File: src/rtl/fetch_stage.sv
// Instruction-fetch stage and IF/ID register: owns the PC, keeps one imem request in flight,
// buffers one returned word while ID is stalled, and stops fetching for good on HALT.
module fetch_stage #(
    parameter int              PC_W      = 16,
    parameter logic [PC_W-1:0] RESET_PC  = '0,
    parameter logic [15:0]     NOP_INSTR = 16'h0800
) (
    input  logic            clk,
    input  logic            rst_n,
    input  logic            stall,
    input  logic            redirect,
    input  logic [PC_W-1:0] redirect_pc,
    input  logic            halt,
    output logic            imem_req,
    output logic [PC_W-1:0] imem_addr,
    input  logic [15:0]     imem_rdata,
    input  logic            imem_valid,
    output logic [15:0]     instr,
    output logic [4:0]      opcode,
    output logic [1:0]      op_ext,
    output logic [PC_W-1:0] pc_plus2,
    output logic            instr_valid,
    output logic            halted
);

    typedef enum logic {
        RUN,
        HALTED
    } state_t;

    state_t          state_q, state_d;
    logic [PC_W-1:0] pc_q, pc_d;
    logic [PC_W-1:0] req_pc2_q, req_pc2_d;
    logic [PC_W-1:0] buf_pc2_q, buf_pc2_d;
    logic [PC_W-1:0] pc_plus2_q, pc_plus2_d;
    logic [15:0]     buf_instr_q, buf_instr_d;
    logic [15:0]     instr_q, instr_d;
    logic            outstanding_q, outstanding_d;
    logic            kill_q, kill_d;
    logic            buf_valid_q, buf_valid_d;
    logic            instr_valid_q, instr_valid_d;

    logic issue;
    logic accept;
    logic resp_live;
    logic slot_load;
    logic halt_take;

    // Request is gated by rst_n so the port reads 0 while reset is held.
    assign issue     = rst_n && (state_q == RUN) && !outstanding_q && !buf_valid_q && !redirect;
    assign accept    = outstanding_q && imem_valid;
    assign resp_live = accept && !kill_q;
    assign slot_load = !stall || !instr_valid_q;
    assign halt_take = (state_q == RUN) && halt && instr_valid_q && !stall && !redirect;

    always_comb begin
        state_d       = state_q;
        pc_d          = pc_q;
        req_pc2_d     = req_pc2_q;
        buf_pc2_d     = buf_pc2_q;
        pc_plus2_d    = pc_plus2_q;
        buf_instr_d   = buf_instr_q;
        instr_d       = instr_q;
        outstanding_d = outstanding_q;
        kill_d        = kill_q;
        buf_valid_d   = buf_valid_q;
        instr_valid_d = instr_valid_q;

        if (issue) begin
            outstanding_d = 1'b1;
            pc_d          = pc_q + PC_W'(2);
            req_pc2_d     = pc_q + PC_W'(2);
        end

        if (accept) begin
            outstanding_d = 1'b0;
            kill_d        = 1'b0;
        end

        // Once halted, any late response is swallowed and the slot stays empty.
        if (state_q == HALTED) begin
            buf_valid_d   = 1'b0;
            instr_valid_d = 1'b0;
        end else if (redirect) begin
            instr_valid_d = 1'b0;
            buf_valid_d   = 1'b0;
            pc_d          = redirect_pc;
            if (outstanding_q && !imem_valid) begin
                kill_d = 1'b1;
            end
        end else if (halt_take) begin
            state_d       = HALTED;
            instr_valid_d = 1'b0;
            buf_valid_d   = 1'b0;
        end else if (slot_load) begin
            if (buf_valid_q) begin
                instr_d       = buf_instr_q;
                pc_plus2_d    = buf_pc2_q;
                instr_valid_d = 1'b1;
                buf_valid_d   = 1'b0;
            end else if (resp_live) begin
                instr_d       = imem_rdata;
                pc_plus2_d    = req_pc2_q;
                instr_valid_d = 1'b1;
            end else begin
                instr_valid_d = 1'b0;
            end
        end else if (resp_live) begin
            buf_valid_d = 1'b1;
            buf_instr_d = imem_rdata;
            buf_pc2_d   = req_pc2_q;
        end
    end

    always_ff @(posedge clk or negedge rst_n) begin
        if (!rst_n) begin
            state_q       <= RUN;
            pc_q          <= RESET_PC;
            req_pc2_q     <= '0;
            buf_pc2_q     <= '0;
            pc_plus2_q    <= '0;
            buf_instr_q   <= NOP_INSTR;
            instr_q       <= NOP_INSTR;
            outstanding_q <= 1'b0;
            kill_q        <= 1'b0;
            buf_valid_q   <= 1'b0;
            instr_valid_q <= 1'b0;
        end else begin
            state_q       <= state_d;
            pc_q          <= pc_d;
            req_pc2_q     <= req_pc2_d;
            buf_pc2_q     <= buf_pc2_d;
            pc_plus2_q    <= pc_plus2_d;
            buf_instr_q   <= buf_instr_d;
            instr_q       <= instr_d;
            outstanding_q <= outstanding_d;
            kill_q        <= kill_d;
            buf_valid_q   <= buf_valid_d;
            instr_valid_q <= instr_valid_d;
        end
    end

    assign imem_req    = issue;
    assign imem_addr   = pc_q;
    assign instr       = instr_valid_q ? instr_q : NOP_INSTR;
    assign opcode      = instr[15:11];
    assign op_ext      = instr[1:0];
    assign pc_plus2    = pc_plus2_q;
    assign instr_valid = instr_valid_q;
    assign halted      = (state_q == HALTED);

endmodule

File: config.mk
export PLATFORM = sky130hd
export DESIGN_NAME = fetch_stage
export DESIGN_NICKNAME = d
export VERILOG_FILES = /design/src/rtl/fetch_stage.sv
export SDC_FILE = /design/constraint.sdc
export NUM_CORES = 1
export LEC_CHECK = 0
export CAP_MARGIN = 20
export CORE_MARGIN = 4
export CORE_UTILIZATION = 55
export CTS_CLUSTER_DIAMETER = 100
export DETAILED_ROUTE_END_ITERATION = 8
export DONT_BUFFER_PORTS = 1
export HOLD_SLACK_MARGIN = 0.12
export PLACE_DENSITY = 0.73
export SLEW_MARGIN = 20
export SYNTH_ARGS = -nofsm -noshare
export SYNTH_HDL_FRONTEND = slang
export SYNTH_SLANG_ARGS = --single-unit
File: constraint.sdc
create_clock -name clk -period 1.96 [get_ports clk]
set_clock_uncertainty 0.15 [all_clocks]
set_input_delay 0 -clock clk [delete_from_list [all_inputs] [get_ports clk]]
set_output_delay 0 -clock clk [all_outputs]
set_load 0.005 [all_outputs]
==> results of run 1 <==
## repair_timing
| item | CTS | global route |
|---|---|---|
| hold endpoints to repair | 184 | 108 |
| gates cloned | 0 | 3 |
| gates resized for setup | 3 | 20 |
| pin swaps | 3 | 4 |
| buffers inserted | 0 | 4 |
| setup endpoints to repair | 7 | 45 |
## logic make-up (layout without fill, tap and decap cells)
group           Yosys count  after routing  share of synthesized area, %
compound gates           74             74                          8.89
xor+xnor                 18             18                          3.34
fa+ha+maj                 1              1                         0.265
buf+inv                  39            105                          3.86
flops                   101            101                          53.5
mux                      65             65                          14.6
simple gates            147            147                          15.5
## per-layer routing
metal  vias up  track usage (%)
met5         -                0
met4         0             7.77
met3        13             4.71
met2       108             35.6
met1      1703             29.3
li1       1654                -
## where the power goes
part           total (mW)  internal [mW]  switching, mW
logic               0.190          0.105         0.0842
clock network        1.37          0.611          0.759
registers            2.12           2.10         0.0155
total                3.67           2.82          0.858
## cell type report
type / count / area, sq um / area share [%]
flip-flops and latches: 101 / 2530 / 43.6
clock inverters: 7 / 83.8 / 1.44
well taps: 105 / 131 / 2.26
clock buffers: 9 / 124 / 2.13
inverters: 5 / 18.8 / 0.323
multi-input cells: 305 / 2090 / 36.0
repair buffers: 84 / 828 / 14.3
## flip-flops by register name, summed over array words and instances, names as in the netlist, 16 cells and up, named ones only
register and cells:
req_pc2_q 16, imem_addr 16, buf_instr_q 16, pc_plus2 16
buf_pc2_q 16, instr_q 16
## worst paths after layout
kind                                               to  slack, ns
min reg2reg                    instr_q[8]$_DFFE_PN0P_       0.33
min in group clk               imem_addr[3]$_DFF_PN0_       0.02
max reg2reg                    imem_addr[9]$_DFF_PN0_      -0.06
min                        buf_instr_q[4]$_DFFE_PN0P_      -0.83
max                            imem_addr[9]$_DFF_PN0_      -0.06
max in group asynchronous     instr_q[11]$_DFFE_PN1P_       2.30
## worst max-delay path, stage by stage (launching register included)
cell	delay [ns]
dfrtp_1	0.43
or4b_4	0.55
nor4_4	0.23
or3b_1	0.41
a31oi_1	0.17
## metrics by stage
step	worst slack [ns]	util [%]	power, mW	hold slack [ns]	area, sq um
global route	-0.0783	70.0	3.80	-0.854	5810
global placement	-0.0195	60.5	2.27	-0.442	5020
floorplan	-0.162	-	2.22	-0.446	4730
finish	-0.0560	70.0	3.67	-0.829	5810
detailed placement	-0.105	60.5	2.27	-0.441	5020
CTS	0.0235	67.9	3.70	-0.846	5640
## synth_stat cells (all sizes together), types with 3 or more instances
cell type / n / area share (%)
o41ai: 3 / 0.56
xor2: 3 / 0.56
nor2: 17 / 1.3
mux2i: 32 / 6.8
buf: 13 / 1.8
nand3: 10 / 1.1
nand2: 73 / 5.8
nor3: 6 / 0.64
and2: 17 / 2.2
xnor2: 15 / 2.8
inv: 5 / 0.40
clkbuf: 21 / 1.7
nand4: 3 / 0.40
a31oi: 4 / 0.53
mux2: 33 / 7.9
o21ai: 55 / 5.8
nand3b: 3 / 0.48
nand2b: 3 / 0.40
dfrtp: 99 / 52
nor4: 7 / 1.6
==> reports/qor.csv, run 1 <==
stage,metric,value,unit
route,wl on met1,4770,um
clock_tree,hold_buf cts,39,
timing,fin crit share,103,%
route,met3 WL post-DR,622,um
timing,TNS Setup,-0.0560,ns
clock_tree,CTS Sinks,101,
clock_tree,Worst-path clk slew,0.10,ns
power_and_ir_drop,Peak VDD IR,369,uV
synthesis,"Cell Area, Synth",4730,sq um
flow_run,max-cap viol count,0,
global_routing,total grt overflow,0,
run_status,violated checks,"negative hold slack, negative setup slack",
timing,WHS,-0.829,ns
worst_setup_path,CP Capture Type,flop,
worst_setup_path,CP max FO,3,
place,port buffer count,0,
finish,Inserted Diodes,0,
synthesis,"Top FF cell, synth",dfrtp_1,
global_routing,first-pass GRT wire length,17600,um
clock_tree,CTS tree,built,
clock_tree,Clock Tree Buf Depth,2,
timing,RSZ-0062 raised after global routing,true,
place,dpl hpwl,6910,um
clock_tree,Num CTS Buffers,9,
worst_setup_path,"Worst Path Class, Setup",reg2reg,
die,row cnt,33,
power_and_ir_drop,Pleak,2.52,nW
timing,Worst-Margin Slew,0.450,ns
timing,Slew headroom,70.0,%
synthesis,Post-Synthesis Cells,445,
die,core outline area,8300,sq um
synthesis,Synth Net Count,484,
clock_tree,H-tree levels,3,
place,routability cong.,0.846,
worst_setup_path,path depth of the worst reg2reg path,4,
timing,Final Slew Violations,0,
worst_setup_path,critical path launch point,halted$_DFF_PN0_,
die,Boundary Pins,96,
timing,Final Worst Setup Slack,-0.0560,ns
place,Cells after DPL,554,
worst_setup_path,Worst EP required,2.09,ns
global_routing,aggregate global-route resource usage,22.0,%
timing,fmax,496,MHz
power_and_ir_drop,PwrDens,633,nW/um^2
finish,share of layout cells above drive strength 1,22.3,%
timing,Final Setup Violations,1,
route,drt total wl,10900,um
die,Die W,101,um
min_path,worst hold path class,in2async,
finish,area grow syn2layout,22.8,%
finish,fill count,610,
synthesis,synthesis-stage register bit count,101,
global_routing,vias in the first global route,3575,
route,# DRC,0,
synthesis,Synth warnings,0,
timing,final hold vios,101,
route,DR iter-0 viols,150,
finish,"most common cell after layout, fill and taps aside",dfrtp_1,
die,initial core utilization,57.0,%
synthesis,Async SR Flop Fraction,100,%
global_routing,largest net degree at the start of global routing,104,
synthesis,sequential area share after synthesis,53.5,%
finish,"commonest cells after routing, fill and taps aside","97 x dfrtp_1, 72 x nand2_1, 54 x o21ai_0, 39 x dlygate4sd3_1, 35 x buf_4",
route,Routed met2 length,5410,um
route,highest metal used,met4,
route,WL per Instance,17.8,um
run_status,status,finished with violations,
synthesis,Syn Area/Cell,10.6,sq um
worst_setup_path,arrival time worst endpoint,2.14,ns
route,Vias,3478,
timing,Tmin final,2.02,ns
route,DR pass1 iterations,5,
worst_setup_path,Setup crit start kind,flop,
synthesis,synth unique cells,41,
route,DRT antenna net count,0,
die,die area,10100,sq um
die,die height,101,um
route,Vias/cell,5.65,
clock_tree,CTS Root Cell,clkbuf_8,
synthesis,Post-synth EDFFs,0,
finish,# nets final,545,
worst_setup_path,Reg2Reg Launch Point,halted$_DFF_PN0_,
global_routing,initial antenna violation count,0,
finish,Finished Layout Cells,616,
clock_tree,Worst-Skew Late Latency,0.35,ns
Power figures use the tool's default switching activity.
==> inputs of run 2 (changes only) <==
- CORE_ASPECT_RATIO: not set -> 1.2
==> run 2 against run 1 <==
The run still ends with negative hold slack, negative setup slack left. Non-clock buffer count down 5. Clock power is essentially flat. First-iteration DRC count up 17%. Critical path depth up 2. Via count shrank 2.5%. Final cell count is 0.65% higher. Cell area shrank 2.1%. Largest power group unchanged.
==> reports/qor.csv, run 2 (same netlist as run 1, synthesis figures left out) <==
stage,metric,value,unit
min_path,worst hold path class,in2async,
die,core outline area,8240,sq um
global_routing,initial antenna violation count,0,
worst_setup_path,"Worst Path Class, Setup",reg2reg,
finish,Inserted Diodes,0,
clock_tree,Clock Tree Buf Depth,2,
finish,"commonest cells after routing, fill and taps aside","98 x dfrtp_1, 73 x nand2_1, 54 x o21ai_0, 39 x dlygate4sd3_1, 37 x buf_4",
die,initial core utilization,57.3,%
clock_tree,Num CTS Buffers,9,
clock_tree,CTS tree,built,
die,Boundary Pins,96,
global_routing,total grt overflow,0,
global_routing,first-pass GRT wire length,16900,um
run_status,status,finished with violations,
power_and_ir_drop,PwrDens,646,nW/um^2
global_routing,vias in the first global route,3434,
timing,WHS,-0.825,ns
clock_tree,Worst-Skew Late Latency,0.36,ns
clock_tree,Worst-path clk slew,0.09,ns
global_routing,aggregate global-route resource usage,21.3,%
finish,# nets final,540,
power_and_ir_drop,Clock power frac,37.2,%
timing,Worst-Margin Slew,0.387,ns
route,DRT antenna net count,0,
power_and_ir_drop,Gate power share,5.2,%
power_and_ir_drop,Pleak,2.45,nW
route,DR iter-0 viols,176,
timing,Slew headroom,74.2,%
finish,"most common cell after layout, fill and taps aside",dfrtp_1,
timing,Final Worst Setup Slack,-0.0466,ns
place,routability cong.,0.884,
power_and_ir_drop,Internal,2.90,mW
global_routing,largest net degree at the start of global routing,104,
timing,TNS Setup,-0.168,ns
power_and_ir_drop,Psw,0.771,mW
timing,Final Slew Violations,0,
power_and_ir_drop,Switching Fraction,21.0,%
timing,RSZ-0062 raised after global routing,true,
flow_run,max-cap viol count,0,
finish,cell area after layout,5690,sq um
die,die height,110,um
route,drt total wl,10300,um
clock_tree,CTS Root Cell,clkbuf_8,
timing,fmax,498,MHz
worst_setup_path,R2R setup slack,-0.05,ns
place,dpl hpwl,6970,um
place,port buffer count,0,
die,Die W,92.6,um
power_and_ir_drop,power share of the sequential group,57.6,%
timing,final hold vios,101,
finish,fill count,634,
worst_setup_path,Setup crit start kind,flop,
route,# DRC,0,
clock_tree,H-tree levels,3,
route,Vias,3392,
timing,Final Setup Violations,5,
timing,Tmin final,2.01,ns
finish,area grow syn2layout,20.3,%
die,row cnt,36,
place,placed cell areas,5000,sq um
run_status,violated checks,"negative hold slack, negative setup slack",
clock_tree,CTS Sinks,101,
finish,share of layout cells above drive strength 1,20.6,%
route,WL per Instance,16.6,um
worst_setup_path,arrival time worst endpoint,2.16,ns
worst_setup_path,CP Capture Type,flop,
power_and_ir_drop,Peak VDD IR,388,uV
die,die area,10100,sq um
worst_setup_path,CP max FO,8,
route,Vias/cell,5.47,
worst_setup_path,Worst EP required,2.11,ns
timing,fin crit share,102,%
clock_tree,hold_buf cts,39,
route,DR pass1 iterations,4,
run 2: final cells by class:
| class | instances | area, sq um | area share, % |
|---|---|---|---|
| Sequential cell | 101 | 2530 | 44.5 |
| Multi-Input combinational cell | 305 | 2070 | 36.4 |
| Timing Repair Buffer | 79 | 711 | 12.5 |
| Clock buffer | 13 | 169 | 2.97 |
| Tap cell | 114 | 143 | 2.51 |
| Clock inverter | 3 | 42.5 | 0.748 |
| Inverter | 5 | 22.5 | 0.396 |
run 2: routing by layer:
layer / vias to the layer above / wire [um] / GRT usage [%]
li1: 1643 / - / -
met5: - / 0 / 0
met4: 0 / 209 / 9.84
met1: 1626 / 4450 / 27.4
met3: 15 / 616 / 4.65
met2: 108 / 5000 / 34.8
run 2: power groups by stage:
stage               combinational [mW]  clock [mW]  sequential (mW)
finish                           0.192        1.37             2.11
global route                     0.208        1.50             2.12
CTS                              0.186        1.40             2.11
detailed placement               0.120           0             2.15
global placement                 0.115           0             2.15
floorplan                       0.0606           0             2.16
run 2: what timing repair did:
item	CTS	global route
cloned	0	0
buffers inserted	1	2
gates resized for setup	4	9
hold endpoints to repair	200	104
pin swaps	4	5
endpoints found under the setup margin	10	9
run 2: worst paths after layout:
path                                      startpoint                   endpoint  depth (start not counted)
max reg2reg                outstanding_q$_DFFE_PN0P_  outstanding_q$_DFFE_PN0P_                          6
min in group clk                               rst_n     imem_addr[3]$_DFF_PN0_                          4
min reg2reg                  instr_q[10]$_DFFE_PN0P_    instr_q[10]$_DFFE_PN0P_                          2
min                                            rst_n     instr_q[9]$_DFFE_PN0P_                          0
max                        outstanding_q$_DFFE_PN0P_  outstanding_q$_DFFE_PN0P_                          6
max in group asynchronous                      rst_n    instr_q[11]$_DFFE_PN1P_                          0
run 2: critical path: stages (launching register included):
cell and delay (ns):
dfrtp_1 0.40, buf_4 0.16, nor4b_2 0.32, nand2_1 0.08, buf_4 0.19, o21ai_0 0.08
dlygate4sd3_1 0.57
run 2: through the flow:
step | util (%) | cells | setup slack, ns | hold slack (ns) | total power [mW]
global placement | 60.7 | 562 | -0.113 | -0.443 | 2.27
CTS | 68.3 | 618 | -0.0379 | -0.843 | 3.70
global route | 69.0 | 620 | -0.0985 | -0.855 | 3.82
floorplan | - | 445 | -0.162 | -0.446 | 2.22
detailed placement | 60.7 | 562 | -0.169 | -0.443 | 2.27
finish | 69.0 | 620 | -0.0466 | -0.825 | 3.67
